[src/rtl/seg7_scan_ctrl_pkg.sv]
// Shared constants and helpers for the 4-digit 7-segment scan controller.
//   NUM_DIGITS   : digits on the display
//   AN_ALL_OFF   : anode pattern with every (active-low) digit dark
//   scan_state_e : scan FSM states
//   one_cold()   : active-low anode pattern selecting a single digit
package seg7_scan_ctrl_pkg;

  localparam int         NUM_DIGITS = 4;
  localparam logic [3:0] AN_ALL_OFF = 4'b1111;

  typedef enum logic {
    ST_BLANK   = 1'b0,
    ST_DISPLAY = 1'b1
  } scan_state_e;

  function automatic logic [3:0] one_cold(input logic [1:0] idx);
    one_cold = ~(4'b0001 << idx);
  endfunction

endpackage

[src/rtl/seg7_scan_ctrl_scan_slot_timer.sv]
// Slot sequencer for the scan controller: alternates a dark dead-time
// (BLANK) and a lit period (DISPLAY) for each digit in turn.
//   clk, reset    : clock, asynchronous active-high reset
//   enter_display : high in the cycle whose rising edge enters DISPLAY
//   enter_blank   : high in the cycle whose rising edge leaves DISPLAY
//   frame_edge    : enter_display for digit 0 (frame boundary)
//   idx           : current digit index; advances on entry to DISPLAY
module seg7_scan_ctrl_scan_slot_timer
  import seg7_scan_ctrl_pkg::*;
#(
  parameter int REFRESH_DIV  = 50000,
  parameter int BLANK_CYCLES = 16
) (
  input  logic       clk,
  input  logic       reset,
  output logic       enter_display,
  output logic       enter_blank,
  output logic       frame_edge,
  output logic [1:0] idx
);

  localparam int MAX_CNT = (REFRESH_DIV > BLANK_CYCLES) ? REFRESH_DIV : BLANK_CYCLES;
  localparam int CNT_W   = (MAX_CNT > 1) ? $clog2(MAX_CNT) : 1;

  localparam logic [CNT_W-1:0] BLANK_LAST   = CNT_W'(BLANK_CYCLES - 1);
  localparam logic [CNT_W-1:0] REFRESH_LAST = CNT_W'(REFRESH_DIV - 1);

  scan_state_e      state_q, state_d;
  logic [CNT_W-1:0] cnt_q, cnt_d;
  logic [1:0]       idx_q, idx_d;

  always_comb begin
    state_d       = state_q;
    cnt_d         = cnt_q + 1'b1;
    idx_d         = idx_q;
    enter_display = 1'b0;
    enter_blank   = 1'b0;
    case (state_q)
      ST_BLANK: begin
        if (cnt_q == BLANK_LAST) begin
          cnt_d         = '0;
          idx_d         = idx_q + 2'd1;
          state_d       = ST_DISPLAY;
          enter_display = 1'b1;
        end
      end
      ST_DISPLAY: begin
        if (cnt_q == REFRESH_LAST) begin
          cnt_d       = '0;
          state_d     = ST_BLANK;
          enter_blank = 1'b1;
        end
      end
    endcase
    frame_edge = enter_display && (idx_d == 2'd0);
  end

  // idx resets to 3 so the first slot after reset lands on digit 0.
  always_ff @(posedge clk or posedge reset) begin
    if (reset) begin
      state_q <= ST_BLANK;
      cnt_q   <= '0;
      idx_q   <= 2'd3;
    end else begin
      state_q <= state_d;
      cnt_q   <= cnt_d;
      idx_q   <= idx_d;
    end
  end

  assign idx = idx_q;

endmodule

[src/rtl/seg7_scan_ctrl.sv]
// Time-multiplexed scan controller for a 4-digit common-anode display.
// Loads are captured into shadow registers and promoted to the active set
// only at a frame boundary, so a frame never shows a mix of old and new.
//   clk, reset : clock, asynchronous active-high reset
//   load       : strobe capturing data/blank/dp
//   data       : four hex digits, [3:0] = rightmost digit 0
//   blank      : per-digit blank mask (1 = dark)
//   dp         : per-digit decimal point (1 = lit)
//   nibble     : selected digit value for the external hex_to_7seg decoder
//   an         : active-low anode enables, an[i] = digit i
//   dp_n       : active-low decimal point
//   frame      : one-cycle pulse when digit 0 becomes current
module seg7_scan_ctrl
  import seg7_scan_ctrl_pkg::*;
#(
  parameter int REFRESH_DIV  = 50000,
  parameter int BLANK_CYCLES = 16
) (
  input  logic                  clk,
  input  logic                  reset,
  input  logic                  load,
  input  logic [15:0]           data,
  input  logic [NUM_DIGITS-1:0] blank,
  input  logic [NUM_DIGITS-1:0] dp,
  output logic [3:0]            nibble,
  output logic [3:0]            an,
  output logic                  dp_n,
  output logic                  frame
);

  logic       enter_display, enter_blank, frame_edge;
  logic [1:0] idx, disp_idx;

  seg7_scan_ctrl_scan_slot_timer #(
    .REFRESH_DIV  (REFRESH_DIV),
    .BLANK_CYCLES (BLANK_CYCLES)
  ) u_timer (
    .clk           (clk),
    .reset         (reset),
    .enter_display (enter_display),
    .enter_blank   (enter_blank),
    .frame_edge    (frame_edge),
    .idx           (idx)
  );

  logic [15:0]           sh_data_q, sh_data_d, act_data_q, act_data_d;
  logic [NUM_DIGITS-1:0] sh_blank_q, sh_blank_d, act_blank_q, act_blank_d;
  logic [NUM_DIGITS-1:0] sh_dp_q, sh_dp_d, act_dp_q, act_dp_d;
  logic [3:0]            nibble_q, nibble_d, an_q, an_d;
  logic                  dp_n_q, dp_n_d, frame_q, frame_d;

  // Index of the digit about to be displayed (timer advances idx on entry).
  assign disp_idx = idx + 2'd1;

  always_comb begin
    sh_data_d   = load ? data  : sh_data_q;
    sh_blank_d  = load ? blank : sh_blank_q;
    sh_dp_d     = load ? dp    : sh_dp_q;

    act_data_d  = act_data_q;
    act_blank_d = act_blank_q;
    act_dp_d    = act_dp_q;
    // A load landing on the boundary edge bypasses the shadow so the new
    // value is already visible on digit 0 of this frame.
    if (frame_edge) begin
      act_data_d  = load ? data  : sh_data_q;
      act_blank_d = load ? blank : sh_blank_q;
      act_dp_d    = load ? dp    : sh_dp_q;
    end

    nibble_d = nibble_q;
    an_d     = an_q;
    dp_n_d   = dp_n_q;
    if (enter_display) begin
      nibble_d = act_data_d[{disp_idx, 2'b00} +: 4];
      an_d     = act_blank_d[disp_idx] ? AN_ALL_OFF : one_cold(disp_idx);
      dp_n_d   = act_blank_d[disp_idx] | ~act_dp_d[disp_idx];
    end else if (enter_blank) begin
      an_d   = AN_ALL_OFF;
      dp_n_d = 1'b1;
    end

    frame_d = frame_edge;
  end

  always_ff @(posedge clk or posedge reset) begin
    if (reset) begin
      sh_data_q   <= 16'h0000;
      sh_blank_q  <= 4'b1111;
      sh_dp_q     <= 4'b0000;
      act_data_q  <= 16'h0000;
      act_blank_q <= 4'b1111;
      act_dp_q    <= 4'b0000;
      nibble_q    <= 4'h0;
      an_q        <= AN_ALL_OFF;
      dp_n_q      <= 1'b1;
      frame_q     <= 1'b0;
    end else begin
      sh_data_q   <= sh_data_d;
      sh_blank_q  <= sh_blank_d;
      sh_dp_q     <= sh_dp_d;
      act_data_q  <= act_data_d;
      act_blank_q <= act_blank_d;
      act_dp_q    <= act_dp_d;
      nibble_q    <= nibble_d;
      an_q        <= an_d;
      dp_n_q      <= dp_n_d;
      frame_q     <= frame_d;
    end
  end

  assign nibble = nibble_q;
  assign an     = an_q;
  assign dp_n   = dp_n_q;
  assign frame  = frame_q;

endmodule

[config.mk]
export PLATFORM = sky130hd
export DESIGN_NAME = seg7_scan_ctrl
export DESIGN_NICKNAME = d
export VERILOG_FILES = /design/src/rtl/seg7_scan_ctrl_pkg.sv /design/src/rtl/seg7_scan_ctrl_scan_slot_timer.sv /design/src/rtl/seg7_scan_ctrl.sv
export SDC_FILE = /design/constraint.sdc
export NUM_CORES = 1
export LEC_CHECK = 0
export BUFFER_PORTS_ARGS = -buffer_cell sky130_fd_sc_hd__buf_2
export CORE_ASPECT_RATIO = 1.25
export CORE_MARGIN = 2
export CORE_UTILIZATION = 50
export DETAILED_ROUTE_END_ITERATION = 16
export HOLD_SLACK_MARGIN = 0.15
export PLACE_DENSITY = 0.7
export SKIP_LAST_GASP = 1
export SLEW_MARGIN = 20
export SYNTH_ARGS = -nofsm -noshare
export SYNTH_HDL_FRONTEND = slang
export SYNTH_HIERARCHICAL = 1
export SYNTH_SLANG_ARGS = --single-unit
[constraint.sdc]
create_clock -name clk -period 4.9 [get_ports clk]
set_input_delay 0.245 -clock clk [delete_from_list [all_inputs] [get_ports clk]]
set_output_delay 0.245 -clock clk [all_outputs]
set_load 0.02 [all_outputs]
==> results.json, run 1 <==
{
  "ctsHoldBuffers": 17,
  "clk_pin_slew_ns": 0.08,
  "fin_crit_ns": 2.71,
  "grt_max_degree": 59,
  "rows": 33,
  "cts_num_sinks": 77,
  "antenna_cells": 0,
  "design_area_sq_mm": 0.00402,
  "synth_nets": 281,
  "crit_required_ns": 5.16,
  "areaGrowthSynthToFinish_pct": 17.7,
  "ys_warn_count": 6,
  "cp-end-kind": "flop",
  "clk_path_buf_depth": 2,
  "grtUsageTotal_pct": 18.0,
  "gp_congestion": 0.808,
  "reg2reg_from": "u_timer/cnt_q[4]$_DFF_PP0_",
  "slowest_delay_ns": 0.46,
  "drt_first_pass_iters": 4,
  "p_leak_nw": 1.86,
  "path_cells": "nor4_1, nand3_2, nor2_1, and2_1, buf_4, mux2_2, and4b_1, nor4bb_1",
  "numCtsBuffers": 9,
  "critPathSlowestCell": "dfrtp_1",
  "power.total_mw": 1.19,
  "p_per_area_mw_per_mm2": 296,
  "cts_root_buffer": "clkbuf_8",
  "antenna_found_initial": 0,
  "die-area_sq_mm": 0.00751,
  "synth.cell_area_sq_mm": 0.00341,
  "first_global_vias": 2205,
  "fp.dieH_um": 96.4,
  "drive_gt1_share_pct": 41.9,
  "hold_start": "data[15]",
  "critPathMaxFanout": 31,
  "grt_first_pass_wirelength_um": 10300,
  "layout_commonest_cell": "dfrtp_1",
  "fin_skew_ns": 0.0174,
  "finalSetupViolCount": 0,
  "grt-ovfl-total": 0,
  "dp_hpwl_um": 4210,
  "avgSynthCellArea_sq_um": 13.7,
  "synth_cells": 249,
  "min_to": "sh_data_q[15]$_DFF_PP0_",
  "critPathBufInv": 1,
  "core-area_sq_mm": 0.00657,
  "htreeDepth": 3,
  "relSlewSlack_pct": 48.8,
  "max_freq_mhz": 369,
  "place_area_sq_mm": 0.00366,
  "final_cell_mix": "62 x dfrtp_1, 42 x mux2_2, 36 x buf_2",
  "wirelength_um": 6080,
  "ios": 37,
  "num_vias": 2119,
  "reg2reg_depth": 8,
  "cts_resized": 0,
  "drc": 0,
  "hold_viol": 0,
  "vdd_drop_max_mv": 0.202,
  "routedWlPerCell_um": 15.2,
  "crit_path_start_kind": "flop",
  "rsz0062_at_grt": "false",
  "post_drt_via_cell_ratio": 5.30,
  "status": "finished, final reports clean",
  "start_util_pct": 52.0,
  "port_buffers": 36,
  "clock_latency_ns": 0.36,
  "rr_endpoint": "dp_n$_DFFE_PP1P_",
  "r2r_slack_ns": 2.19,
  "cts_setup_buffers": 0,
  "cp_top_family": "simple AND/OR/NAND/NOR gates",
  "ys_seq_elements": 77,
  "worstHoldPathCells": 2,
  "cap_viol_max_count": 0,
  "ys_types": 38,
  "fin_nets": 340,
  "cts_tree": "done",
  "antenna_left": 0,
  "crit_type": "flop to flop",
  "tightest_slew_ns": 0.765,
  "yosysSeqAreaShare_pct": 57.0,
  "min_period_over_period_pct": 55.3,
  "setup_tns_ns": 0,
  "cp.arrival_ns": 2.97,
  "drtIter0Drc": 100,
  "hold_path.class": "input pin to flop",
  "die_width_um": 77.9,
  "drv_slew": 0
}
through the flow:
step           setup WS, ns  instances  hold slack (ns)  util, %
3_5_place_dp           2.21        367            0.416     55.7
5_1_grt                1.94        400            0.158     61.2
3_3_place_gp           2.35        367            0.416     55.7
4_1_cts                2.19        400            0.152     61.2
6_report               2.19        400            0.160     61.2
2_1_floorplan          2.35        249            0.195        -
where the power goes:
part           switching (mW)  leakage [nW]  internal [mW]
clock                   0.261        0.0971          0.196
sequential            0.00501         0.963          0.657
combinational          0.0325         0.801         0.0390
total                   0.298          1.86          0.892
sequential cells by signal (all words and copies together) (netlist names), 4 cells and up:
signal and count:
nibble 4, act_blank_q 4, u_timer/cnt_q 16, act_dp_q 4, sh_dp_q 4, an 4, sh_blank_q 4, sh_data_q 16
act_data_q 16
worst max-delay path by stage:
| stage | from | end | cells past startpoint |
|---|---|---|---|
| 3_3_place_gp | u_timer/cnt_q[0]$_DFF_PP0_ | dp_n$_DFFE_PP1P_ | 9 |
| 4_1_cts | u_timer/cnt_q[4]$_DFF_PP0_ | dp_n$_DFFE_PP1P_ | 8 |
| 6_report | u_timer/cnt_q[4]$_DFF_PP0_ | dp_n$_DFFE_PP1P_ | 8 |
| 5_1_grt | u_timer/cnt_q[0]$_DFF_PP0_ | dp_n$_DFFE_PP1P_ | 7 |
| 2_1_floorplan | u_timer/cnt_q[0]$_DFF_PP0_ | nibble[2]$_DFFE_PP0P_ | 10 |
| 3_5_place_dp | u_timer/cnt_q[0]$_DFF_PP0_ | dp_n$_DFFE_PP1P_ | 9 |
layout make-up:
| cell class | count | area (sq um) |
|---|---|---|
| sequential | 77 | 1950 |
| inverter | 8 | 30.0 |
| clock buffer | 9 | 124 |
| clock inverter | 7 | 63.8 |
| fill | 498 | 2550 |
| multi-input combinational | 157 | 1380 |
| timing repair buffer | 55 | 365 |
| tap | 87 | 109 |
metal layers:
| layer | part of all wire, % | wire [um] | global-route usage [%] |
|---|---|---|---|
| met1 | 43 | 2630 | 21.5 |
| met2 | 51 | 3120 | 31.3 |
| met3 | 3.8 | 228 | 3.75 |
| met4 | 1.7 | 106 | 8.78 |
| met5 | 0 | 0 | 0 |
cell usage after synthesis, drive strengths merged:
library cell / count / share of area [%]
a21oi: 1 / 0.26
a222oi: 4 / 1.2
a31oi: 4 / 0.73
and2: 1 / 0.18
and3: 1 / 0.18
and4: 2 / 0.55
and4b: 1 / 0.29
buf: 6 / 1.5
clkbuf: 1 / 0.11
dfrtp: 62 / 45
dfstp: 15 / 12
ha: 5 / 1.8
inv: 8 / 0.88
mux2: 47 / 16
mux2i: 2 / 0.70
mux4: 6 / 4.0
nand2: 15 / 1.7
nand3: 9 / 1.5
nand3b: 1 / 0.22
nand4: 5 / 0.92
nor2: 17 / 1.9
nor2b: 2 / 0.37
nor3: 7 / 1.0
nor3b: 1 / 0.22
nor4: 5 / 1.5
nor4bb: 2 / 0.59
o22a: 1 / 0.26
o22ai: 1 / 0.18
or2: 1 / 0.18
xnor2: 6 / 1.5
xor2: 10 / 2.6
cell families (layout without fill, tap and decap cells):
logic type / count (synthesis) / in the layout / synth area share, %
AOI/OAI and AO/OA: 11 / 11 / 2.60
xor gates and xnor gates: 16 / 16 / 4.11
DFF: 77 / 77 / 57.0
adders and majority gates: 5 / 5 / 1.83
buffers and inverters: 15 / 79 / 2.53
and+or+nand+nor: 70 / 70 / 11.2
muxes: 55 / 55 / 20.7
(Power assumes the default switching activity.)
==> run 2, diff against run 1 <==
ABC_AREA = 1   (was unset)
PLACE_DENSITY = 0.72   (was 0.7)
clock period = 2.22 ns   (was 4.9 ns; I/O delays follow)
==> run 2 against run 1 <==
Count of clock-buffer cells in the layout up 2. Utilization rose by 5.3 points. Clock power grew to 2.9 times the previous value. Largest cell class unchanged. Largest power group unchanged.
==> results.json, run 2 <==
{
  "synthArstFlopShare_pct": 100,
  "p_sw_uw": 642,
  "status": "finished, final reports clean",
  "drive_gt1_share_pct": 26.3,
  "p_per_area_mw_per_mm2": 597,
  "ys_warn_count": 6,
  "synth_compound_area_share_pct": 3.71,
  "max_freq_mhz": 469,
  "clock_latency_ns": 0.35,
  "die-area_sq_mm": 0.00835,
  "critPathBufInv": 4,
  "p_leak_nw": 2.78,
  "layout_commonest_cell": "nand2_1",
  "synth_common_cells": "150 x nand2_1, 62 x dfrtp_1, 52 x inv_1",
  "numCtsBuffers": 9,
  "path_depth": 17,
  "post-place-ws_ns": -0.0124,
  "reg2reg_from": "u_timer/cnt_q[12]$_DFF_PP0_",
  "grtUsageTotal_pct": 22.5,
  "slowest_delay_ns": 0.42,
  "worst_path_most_repeated_cell": "nand2_1",
  "final_cell_mix": "148 x nand2_1, 60 x dfrtp_1, 51 x inv_1",
  "synth.cell_area_sq_mm": 0.00381,
  "antenna_cells": 0,
  "cts_tree": "done",
  "synth_nets": 489,
  "port_buffers": 36,
  "min_period_over_period_pct": 96.0,
  "grtUsageMet3_pct": 3.39,
  "htreeDepth": 3,
  "ios": 37,
  "power_frac_seq_pct": 49.6,
  "synth_top_area_cell": "dfrtp_1",
  "crit_path_start_kind": "flop",
  "synth_mux_area_share_pct": 0,
  "cp_top_family": "simple AND/OR/NAND/NOR gates",
  "die_width_um": 82.1,
  "post_drt_via_cell_ratio": 4.92,
  "clk_path_buf_depth": 2,
  "cts_root_buffer": "clkbuf_8",
  "clkPwrFrac_pct": 44.9,
  "path_cells": "nor2_2, nand2_2, nor2_4, nand3_4, inv_4, nand2_4, nor2_4, buf_12, clkbuf_16, or2_1, nand3_1, nand2_1, nand2_1, nand2_1, nand3_1, nand2_1, inv_1",
  "crit_type": "flop to flop",
  "synth_xor_area_share_pct": 2.53,
  "antenna_left": 0,
  "clk_pin_slew_ns": 0.08,
  "yosys.area_share.simple_pct": 33.3,
  "antenna_found_initial": 0,
  "routedWlPerCell_um": 13.8,
  "use_met2_pct": 40.7,
  "drtIter0Drc": 193,
  "fp.dieH_um": 102,
  "rr_endpoint": "dp_n$_DFFE_PP1P_",
  "setup_tns_ns": 0,
  "drc": 0,
  "reg2reg_depth": 17,
  "cap_viol_max_count": 0,
  "grt_first_pass_wirelength_um": 14300,
  "critPathSlowestCell": "dfrtp_1",
  "drt_first_pass_iters": 4,
  "grt_max_degree": 36,
  "yosysMostFrequentCell": "nand2_1",
  "fin_ws_ns": 0.0899,
  "start_util_pct": 51.5,
  "yosysSeqAreaShare_pct": 51.0,
  "r2r_slack_ns": 0.09,
  "fin_skew_ns": 0.00726,
  "cp.arrival_ns": 2.43,
  "core-area_sq_mm": 0.00740,
  "p_sw_share_pct": 21.8,
  "hold_viol": 0,
  "vdd_drop_max_mv": 0.449,
  "finalSetupViolCount": 0,
  "fin_crit_ns": 2.13,
  "top_regs": "act_data_q x16, sh_data_q x16, u_timer/cnt_q x16",
  "avgSynthCellArea_sq_um": 8.35,
  "critPathMaxFanout": 8,
  "yosys.area_share.adder_pct": 1.64,
  "startpoint": "u_timer/cnt_q[12]$_DFF_PP0_",
  "gp_congestion": 0.894,
  "internal_power_mw": 2.30,
  "hold_path.class": "input pin to flop",
  "ys_types": 32,
  "relSlewSlack_pct": 48.3,
  "rows": 35,
  "synth_top_family_by_area": "simple AND/OR/NAND/NOR gates",
  "fin_nets": 582,
  "crit_end": "dp_n$_DFFE_PP1P_",
  "grt.busiest_layer": "met2",
  "hold_slack_ns": 0.183,
  "first_global_vias": 3172,
  "areaGrowthSynthToFinish_pct": 29.0,
  "dp_hpwl_um": 5890,
  "tightest_slew_ns": 0.774,
  "ys_seq_elements": 77,
  "cts_num_sinks": 77,
  "crit_required_ns": 2.52,
  "use_met1_pct": 26.0,
  "drv_slew": 0,
  "post-route-util_pct": 66.5,
  "grt-ovfl-total": 0,
  "num_vias": 3182,
  "p_comb_share_pct": 5.5,
  "synth_cells": 457,
  "yosys-top-cells-area": "dfrtp_1 41%, nand2_1 15%, dfstp_2 10%",
  "wirelength_um": 8910,
  "synth-edff-count": 0,
  "ys_dominant_reg_cell": "dfrtp_1",
  "cp-end-kind": "flop",
  "yosysTopAreaCellShare_pct": 40.7
}
[run 2: cell types whose count changed in the layout (fill, tap and decap cells not counted), sizes merged, moves of 5 or more]
cell	change
nor4	-5
inv	+42
mux2	-47
and2	+7
or2	+23
buf	+26
o21ai	+17
nor2	+22
nand2	+140
clkbuf	+5
mux4	-6
dlygate4sd3	+10
nand3	+36
[run 2: per-stage QoR]
stage | total power [mW] | std cells | instance area, sq um
final | 2.94 | 647 | 4920
after global placement | 1.61 | 592 | 4180
after detailed placement | 1.61 | 592 | 4180
after global routing | 3.04 | 647 | 4920
after CTS | 2.95 | 635 | 4700
after floorplan | 1.57 | 457 | 3810
[run 2: area by class of cell]
type | instances | area [sq um]
fillers | 619 | 2480
inverters | 55 | 214
multi-input cells | 313 | 1630
flip-flops and latches | 77 | 1950
repair buffers | 94 | 761
clock inverters | 5 | 108
well taps | 92 | 115
clock buffers | 11 | 141
[run 2: kinds of logic after synthesis]
kind of cell / count (synthesis)
compound gates: 21
flops: 77
simple gates: 276
fa+ha+maj: 5
xor+xnor: 11
buf+inv: 67
[run 2: power groups by stage]
stage	combinational (mW)	sequential, mW	clock (mW)
final	0.163	1.46	1.32
after global routing	0.187	1.46	1.39
after CTS	0.166	1.46	1.33
after detailed placement	0.130	1.48	0
after global placement	0.128	1.48	0
after floorplan	0.0858	1.48	0
[run 2: tightest hold or removal path, stage by stage]
cell	delay (ns)
buf_2	0.14
inv_4	0.13
nand2_2	0.10
nand2_1	0.05
[run 2: routing by layer]
layer / vias to the layer above / routed length, um
met4: 0 / 116
met2: 44 / 4960
li1: 1580 / -
met3: 12 / 181
met5: - / 0
met1: 1546 / 3660
[run 2: how the worst min path moves through the flow]
stage,start,end,slack (ns),cells past startpoint
after global placement,reset,u_timer/cnt_q[4]$_DFF_PP0_,0.28,2
after detailed placement,reset,frame$_DFF_PP0_,0.29,2
final,load,sh_blank_q[1]$_DFF_PP1_,0.18,4
after global routing,load,sh_blank_q[1]$_DFF_PP1_,0.23,4
after floorplan,reset,u_timer/cnt_q[0]$_DFF_PP0_,0.06,1
after CTS,load,sh_blank_q[1]$_DFF_PP1_,0.19,4
[run 2: what timing repair did]
item	in CTS	in global routing
setup endpoints to repair	5	9
buffers inserted	0	9
cloned	0	3
hold buffers	27	0
gates resized for setup	2	18
hold endpoints to repair	83	0
pin swaps	0	10
==> run 3, diff against run 2 <==
CORE_ASPECT_RATIO = 0.75   (was 1.25)
==> run 3 against run 2 <==
Fmax down 2.0%. Utilization down 1.4 points. Combinational power is 2% higher. Non-clock buffer count fell by 6. Critical path depth down 1. Sequential share of layout area up 1.0 points. Via count down 0.88%. Worst hold slack worse by 0.021 ns. Sequential power about the same.
==> results.json, run 3 (synthesis results as in run 2) <==
{
  "grt_max_degree": 34,
  "grt_first_pass_wirelength_um": 14600,
  "hold_slack_ns": 0.162,
  "hold_path.class": "input pin to flop",
  "fin_nets": 576,
  "fp.dieH_um": 79.6,
  "cp-end-kind": "flop",
  "critPathSlowestCell": "dfrtp_1",
  "place_area_sq_mm": 0.00420,
  "numCtsBuffers": 9,
  "dp_hpwl_um": 5930,
  "areaGrowthSynthToFinish_pct": 25.6,
  "min_period_over_period_pct": 97.9,
  "clock_latency_ns": 0.35,
  "vdd_drop_max_mv": 0.316,
  "antenna_found_initial": 0,
  "rows": 27,
  "setup_tns_ns": 0,
  "port_buffers": 36,
  "final-seq-area_sq_mm": 0.00195,
  "crit_type": "flop to flop",
  "ios": 37,
  "gp_congestion": 0.933,
  "grt-ovfl-total": 0,
  "antenna_left": 0,
  "cts_root_buffer": "clkbuf_8",
  "fin_skew_ns": 0.0129,
  "p_leak_nw": 2.72,
  "post-route-util_pct": 65.1,
  "cts_num_sinks": 77,
  "cp.arrival_ns": 2.47,
  "final_cell_mix": "148 x nand2_1, 62 x dfrtp_1, 51 x inv_1",
  "crit_required_ns": 2.51,
  "max_freq_mhz": 460,
  "finalSetupViolCount": 0,
  "path_cells": "nor2_2, nand2_1, nor2_4, nand3_4, inv_4, nand2_4, nor2_4, buf_4, clkbuf_16, or2_2, o21ai_2, nand2_1, nand3_1, nand2_1, nand2_1, nand2_1",
  "top_regs": "act_data_q x16, sh_data_q x16, u_timer/cnt_q x16",
  "grtUsageTotal_pct": 22.3,
  "critPathMaxFanout": 16,
  "core-area_sq_mm": 0.00736,
  "power.total_mw": 2.72,
  "drt_first_pass_iters": 5,
  "clk_pin_slew_ns": 0.08,
  "start_util_pct": 51.8,
  "die-area_sq_mm": 0.00835,
  "drtIter0Drc": 238,
  "tightest_slew_ns": 0.743,
  "routedWlPerCell_um": 13.2,
  "fillers": 643,
  "cap_viol_max_count": 0,
  "num_vias": 3154,
  "status": "finished, final reports clean",
  "drv_slew": 0,
  "hold_viol": 0,
  "fin_crit_ns": 2.17,
  "design_area_sq_mm": 0.00479,
  "first_global_vias": 3051,
  "worst_path_most_repeated_cell": "nand2_1",
  "drive_gt1_share_pct": 25.0,
  "crit_path_start_kind": "flop",
  "multi_input_area_sq_mm": 0.00163,
  "drc": 0,
  "rsz0062_at_grt": "true",
  "relSlewSlack_pct": 50.4,
  "cts_tree": "done",
  "p_per_area_mw_per_mm2": 567,
  "die_width_um": 105,
  "slowest_delay_ns": 0.41,
  "post_drt_via_cell_ratio": 4.85,
  "htreeDepth": 3,
  "clk_path_buf_depth": 2,
  "antenna_cells": 0,
  "wirelength_um": 8590,
  "layout_commonest_cell": "nand2_1"
}
[run 3: per-stage QoR]
stage                     instances  setup slack [ns]
after floorplan                 457             0.102
after global placement          602            0.0712
after detailed placement        602            0.0186
after CTS                       646           0.00334
after global routing            650           -0.0962
final                           650            0.0470
[run 3: metal layers]
metal  GRT usage [%]  wire length [um]
met5               0                 0
met4            7.20               112
met3            4.57               489
met2            33.6              3740
met1            32.4              4250
[run 3: area by class of cell]
class	instances	share of cell area (%)
repair buffers	88	14.0
inverters	55	4.46
well taps	101	2.64
flip-flops and latches	77	40.6
clock inverters	5	1.23
clock buffers	11	3.16
multi-input cells	313	33.9
[run 3: final timing paths]
check	start	to	slack, ns	cells past startpoint
setup reg to reg	u_timer/cnt_q[6]$_DFF_PP0_	nibble[2]$_DFFE_PP0P_	0.05	16
setup / recovery	u_timer/cnt_q[6]$_DFF_PP0_	nibble[2]$_DFFE_PP0P_	0.05	16
hold / removal	load	sh_dp_q[3]$_DFF_PP0_	0.16	3
min in group asynchronous	reset	act_data_q[3]$_DFF_PP0_	0.35	3
max in group asynchronous	reset	sh_blank_q[3]$_DFF_PP1_	1.16	4
hold reg to reg	sh_dp_q[1]$_DFF_PP0_	sh_dp_q[1]$_DFF_PP0_	0.47	2
[run 3: what timing repair did]
action / 4_1_cts / 5_1_grt
gates resized for setup: 0 / 17
setup buffers: 0 / 3
hold buffers: 28 / 0
endpoints found under the hold margin: 72 / 0
setup endpoints to repair: 0 / 9
[run 3: critical path, delay by kind of cell (launching register included)]
kind | cells | cell delay [ns]
simple gates | 12 | 1.25
flops | 1 | 0.41
buf+inv | 3 | 0.38
compound gates | 1 | 0.06
[run 3: power by group]
group / switching (mW) / total, mW / internal [mW]
Clock: 0.512 / 1.09 / 0.580
Sequential: 0.0114 / 1.46 / 1.45
Combinational: 0.0963 / 0.167 / 0.0705
